[config.mk]
export PLATFORM = sky130hd
export DESIGN_NAME = ram_port_arbiter
export DESIGN_NICKNAME = d
export VERILOG_FILES = /design/src/rtl/ram_arb_pkg.sv /design/src/rtl/ram_port_arbiter_arb2_rr.sv /design/src/rtl/ram_port_arbiter.sv
export SDC_FILE = /design/constraint.sdc
export NUM_CORES = 1
export LEC_CHECK = 0
export ABC_AREA = 0
export CAP_MARGIN = 15
export CELL_PAD_IN_SITES_DETAIL_PLACEMENT = 1
export CELL_PAD_IN_SITES_GLOBAL_PLACEMENT = 1
export CORE_AREA = 2 2 126 128
export CTS_BUF_LIST = sky130_fd_sc_hd__clkbuf_4 sky130_fd_sc_hd__clkbuf_8
export CTS_CLUSTER_SIZE = 20
export DETAILED_ROUTE_END_ITERATION = 8
export DIE_AREA = 0 0 128 130
export PLACE_DENSITY = 0.93
export SETUP_SLACK_MARGIN = 0.05
export SLEW_MARGIN = 15
export SYNTH_ARGS = -nofsm -noshare
export SYNTH_HDL_FRONTEND = slang
export SYNTH_HIERARCHICAL = 1
export SYNTH_SLANG_ARGS = --single-unit
[constraint.sdc]
create_clock -name clk -period 2.8 [get_ports clk]
set_clock_uncertainty 0.2 [all_clocks]
set_input_delay 0.28 -clock clk [delete_from_list [all_inputs] [get_ports clk]]
set_output_delay 0.28 -clock clk [all_outputs]
set_load 0.005 [all_outputs]
[src/rtl/ram_arb_pkg.sv]
// Shared types and constants for the two-port RAM arbiter.
package ram_arb_pkg;

   typedef enum logic [1:0] {
      IDLE  = 2'd0,
      ISSUE = 2'd1,
      WAIT  = 2'd2,
      RESP  = 2'd3
   } state_e;

   localparam logic PORT_CPU = 1'b0;
   localparam logic PORT_DBG = 1'b1;

   localparam int RD_LAT_MIN = 1;
   localparam int RD_LAT_MAX = 3;
   // Wait counter only ever holds RD_LAT-1.
   localparam int CNT_W      = $clog2(RD_LAT_MAX);

endpackage

[src/rtl/ram_port_arbiter_arb2_rr.sv]
// Two-way grant decision: fixed CPU priority or round-robin against the last granted port.
module arb2_rr
   import ram_arb_pkg::*;
#(
   parameter int CPU_PRIORITY = 1
) (
   input  logic req0,
   input  logic req1,
   input  logic last_grant,
   output logic gnt_valid,
   output logic gnt_id
);

   always_comb begin
      gnt_valid = req0 | req1;
      gnt_id    = PORT_CPU;
      if (req0 && req1) begin
         // On a tie in round-robin mode the port that did not go last wins.
         gnt_id = (CPU_PRIORITY != 0) ? PORT_CPU : ~last_grant;
      end else if (req1) begin
         gnt_id = PORT_DBG;
      end
   end

endmodule

[src/rtl/ram_port_arbiter.sv]
// Shares one single-port RAM between a CPU port and a debug reader port,
// one transaction at a time, with registered RAM-side and response outputs.
module ram_port_arbiter
   import ram_arb_pkg::*;
#(
   parameter int ADDR_W       = 10,
   parameter int DATA_W       = 32,
   parameter int RD_LAT       = 1,
   parameter int CPU_PRIORITY = 1
) (
   input  logic              clk,
   input  logic              rst,
   input  logic              p0_req,
   input  logic              p0_we,
   input  logic [ADDR_W-1:0] p0_addr,
   input  logic [DATA_W-1:0] p0_wdata,
   output logic              p0_ack,
   output logic [DATA_W-1:0] p0_rdata,
   input  logic              p1_req,
   input  logic              p1_we,
   input  logic [ADDR_W-1:0] p1_addr,
   input  logic [DATA_W-1:0] p1_wdata,
   output logic              p1_ack,
   output logic [DATA_W-1:0] p1_rdata,
   output logic              ram_we,
   output logic [ADDR_W-1:0] ram_addr,
   output logic [DATA_W-1:0] ram_din,
   input  logic [DATA_W-1:0] ram_dout,
   output logic              busy,
   output logic              grant_id
);

   state_e             state_q, state_d;
   logic               grant_q, grant_d;
   logic               last_grant_q, last_grant_d;
   logic [CNT_W-1:0]   cnt_q, cnt_d;
   logic               op_we_q, op_we_d;
   logic               ram_we_q, ram_we_d;
   logic [ADDR_W-1:0]  ram_addr_q, ram_addr_d;
   logic [DATA_W-1:0]  ram_din_q, ram_din_d;
   logic               p0_ack_q, p0_ack_d;
   logic               p1_ack_q, p1_ack_d;
   logic [DATA_W-1:0]  p0_rdata_q, p0_rdata_d;
   logic [DATA_W-1:0]  p1_rdata_q, p1_rdata_d;
   logic               busy_q, busy_d;

   logic               gnt_valid;
   logic               gnt_id;

   arb2_rr #(
      .CPU_PRIORITY (CPU_PRIORITY)
   ) u_arb (
      .req0       (p0_req),
      .req1       (p1_req),
      .last_grant (last_grant_q),
      .gnt_valid  (gnt_valid),
      .gnt_id     (gnt_id)
   );

   always_comb begin
      state_d      = state_q;
      grant_d      = grant_q;
      last_grant_d = last_grant_q;
      cnt_d        = cnt_q;
      op_we_d      = op_we_q;
      ram_we_d     = 1'b0;
      ram_addr_d   = ram_addr_q;
      ram_din_d    = ram_din_q;
      p0_ack_d     = 1'b0;
      p1_ack_d     = 1'b0;
      p0_rdata_d   = p0_rdata_q;
      p1_rdata_d   = p1_rdata_q;

      case (state_q)
         IDLE: begin
            if (gnt_valid) begin
               state_d = ISSUE;
               grant_d = gnt_id;
               if (gnt_id == PORT_DBG) begin
                  op_we_d    = p1_we;
                  ram_we_d   = p1_we;
                  ram_addr_d = p1_addr;
                  ram_din_d  = p1_wdata;
               end else begin
                  op_we_d    = p0_we;
                  ram_we_d   = p0_we;
                  ram_addr_d = p0_addr;
                  ram_din_d  = p0_wdata;
               end
            end
         end
         ISSUE: begin
            state_d = WAIT;
            cnt_d   = CNT_W'(RD_LAT - 1);
         end
         WAIT: begin
            if (cnt_q == '0) begin
               // ram_dout is valid in this last WAIT cycle; capture it on entry to RESP.
               state_d = RESP;
               if (grant_q == PORT_DBG) begin
                  p1_ack_d = 1'b1;
                  if (!op_we_q) p1_rdata_d = ram_dout;
               end else begin
                  p0_ack_d = 1'b1;
                  if (!op_we_q) p0_rdata_d = ram_dout;
               end
            end else begin
               cnt_d = cnt_q - CNT_W'(1);
            end
         end
         RESP: begin
            state_d      = IDLE;
            last_grant_d = grant_q;
         end
         default: state_d = IDLE;
      endcase

      busy_d = (state_d != IDLE);
   end

   always_ff @(posedge clk) begin
      if (rst) begin
         state_q      <= IDLE;
         grant_q      <= PORT_CPU;
         last_grant_q <= PORT_DBG;
         cnt_q        <= '0;
         op_we_q      <= 1'b0;
         ram_we_q     <= 1'b0;
         ram_addr_q   <= '0;
         ram_din_q    <= '0;
         p0_ack_q     <= 1'b0;
         p1_ack_q     <= 1'b0;
         p0_rdata_q   <= '0;
         p1_rdata_q   <= '0;
         busy_q       <= 1'b0;
      end else begin
         state_q      <= state_d;
         grant_q      <= grant_d;
         last_grant_q <= last_grant_d;
         cnt_q        <= cnt_d;
         op_we_q      <= op_we_d;
         ram_we_q     <= ram_we_d;
         ram_addr_q   <= ram_addr_d;
         ram_din_q    <= ram_din_d;
         p0_ack_q     <= p0_ack_d;
         p1_ack_q     <= p1_ack_d;
         p0_rdata_q   <= p0_rdata_d;
         p1_rdata_q   <= p1_rdata_d;
         busy_q       <= busy_d;
      end
   end

   assign ram_we   = ram_we_q;
   assign ram_addr = ram_addr_q;
   assign ram_din  = ram_din_q;
   assign p0_ack   = p0_ack_q;
   assign p1_ack   = p1_ack_q;
   assign p0_rdata = p0_rdata_q;
   assign p1_rdata = p1_rdata_q;
   assign busy     = busy_q;
   assign grant_id = grant_q;

endmodule

==> flow_metrics.tcl <==
set metrics [dict create \
    drc 0 \
    synth.avg_cell_area_um2 9.69 \
    slowest_stage "ha_1" \
    final_nets 866 \
    grt_use_total 0.190 \
    drive_gt1_frac 0.184 \
    static-leakage-power_nw 2.67 \
    multi_input_area_um2 2340 \
    cp.buffers_inverters 2 \
    path_cells "inv_1 -> ha_1 -> and4bb_1 -> buf_4 -> nand2_1 -> a21oi_1" \
    ios 233 \
    p_seq_frac 0.371 \
    cts_hold_buffers 0 \
    num_vias 4461 \
    critPathKind "flop to flop" \
    switching_share 0.320 \
    antenna_found_initial 0 \
    grt_first_pass_wirelength_um 24400 \
    period_needed_ps 1980 \
    cp_max_fo 32 \
    min_period_over_period 0.709 \
    tightest_slew_ps 631 \
    core_area_um2 15400 \
    die-area_um2 16600 \
    crit_path_end_kind "flop" \
    post_cts_buffers 0 \
    cts_made_buffers 17 \
    ir_worst_vdd_uv 391 \
    overflow 0 \
    ff_latch_area_um2 2320 \
    wl_per_cell_um 16.9 \
    startpoint_type "flop" \
    cp_top_family "buffers and inverters" \
    fillers 1723 \
    wirelength_um 15900 \
    syn2layout_area_growth_pct 54.0 \
    via_per_inst 4.74 \
    start_util 0.327 \
    cts.sink_count 116 \
    final_hold_viol_count 0 \
    hold_class "input pin to flop" \
    tns_ps 0 \
    maxCapViolCount 0 \
    p_int_mw 4.00 \
    grt_max_degree 58 \
    gp_congestion 0.738 \
    fp-row-count 46 \
    dieHeight_um 130 \
    syn_nets 647 \
    cpPeakStageDelay_ps 360 \
    clk_latency_ps 420 \
    slew_viol_final 0 \
    ctsResizeCount 0 \
    crit_arrival_ps 2130 \
    syn_inst 520 \
    cts_htree_levels 4 \
    die_w_um 128 \
    drtPass1Iterations 4 \
    cts_tree "yes" \
    rsz0062_at_grt "no" \
    port_buffers 232 \
    place_hpwl_um 11700 \
    power_frac_comb 0.373 \
    ant_nets 0 \
    synth.yosys.warnings 6 \
    drt_iter0_drc 134 \
    status "completed" \
    slew_headroom 0.579 \
    fmax_ghz 0.504 \
    clk_pin_slew_ps 70 \
    finalNonFillerCells 942 \
    diodes 0 \
    grt_pass1_vias 4681 \
    cts.path.max_buffers 2 \
    fin_util 0.503 \
    placed_cells 912 \
    p_total_mw 5.88 \
    synth_area_um2 5040 \
    clock_power_share 0.256 \
    p_switching_mw 1.88 \
    crit_required_ps 2950 \
    setup_viol 0 \
    root_buffer "clkbuf_8" \
    powerDensity_nw_per_um2 758 \
]
==> registers in the layout (all words and copies together) (netlist names) <==
signal / flops
state_q: 2
busy: 1
grant_id: 1
ram_we: 1
p0_ack: 1
p1_rdata: 32
cnt_q: 2
op_we_q: 1
ram_addr: 10
p0_rdata: 32
p1_ack: 1
ram_din: 32
==> cells in the final DEF, fill, tap and decap left out, types with 2 or more instances in the layout <==
master / instances
buf_4: 9
nor3_1: 2
a211oi_2: 30
nand2_1: 132
dfxtp_1: 116
mux2i_1: 43
a21oi_2: 60
clkbuf_4: 3
ha_1: 5
a21oi_1: 8
clkinv_2: 3
nor2_1: 46
clkdlybuf4s50_1: 231
inv_1: 6
buf_12: 3
a211oi_1: 13
o21ai_0: 2
clkbuf_8: 23
==> worst paths after layout <==
kind               start           to  slack (ps)  cells after the start
max reg2reg   state_q[0]  p0_rdata[0]         820                      6
max           state_q[0]  p0_rdata[0]         820                      6
min reg2reg  p1_rdata[0]  p1_rdata[0]         260                      2
min                  rst  p1_rdata[4]         120                      2
==> metal layers <==
metal	track usage	share of wire	wire length, µm
met4	0.0640	0.013	210
met5	0	0	0
met3	0.0857	0.10	1660
met1	0.211	0.40	6370
met2	0.327	0.48	7680
==> metrics by stage <==
| stage | hold WS (ps) | setup slack [ps] | instance area [µm²] |
|---|---|---|---|
| 2_1_floorplan | 216 | 1180 | 5040 |
| 3_3_place_gp | 241 | 671 | 7380 |
| 3_5_place_dp | 259 | 573 | 7380 |
| 4_1_cts | 98.9 | 779 | 7760 |
| 5_1_grt | 115 | 622 | 7760 |
| 6_report | 119 | 815 | 7760 |
==> final cells by class <==
type | instances | area share
Sequential cell | 116 | 0.299
Inverter | 6 | 0.00290
Multi-Input combinational cell | 354 | 0.302
Tap cell | 192 | 0.0310
Clock inverter | 4 | 0.00580
Clock buffer | 26 | 0.0437
Timing Repair Buffer | 244 | 0.316
==> power by group through the flow <==
stage | Combinational, mW | Clock, mW | Sequential [mW]
after global routing | 2.40 | 1.63 | 2.22
after CTS | 2.23 | 1.56 | 2.19
final | 2.19 | 1.51 | 2.18
after floorplan | 1.22 | 0 | 2.23
after detailed placement | 2.23 | 0 | 2.22
after global placement | 2.13 | 0 | 2.21
(Power assumes the default switching activity.)
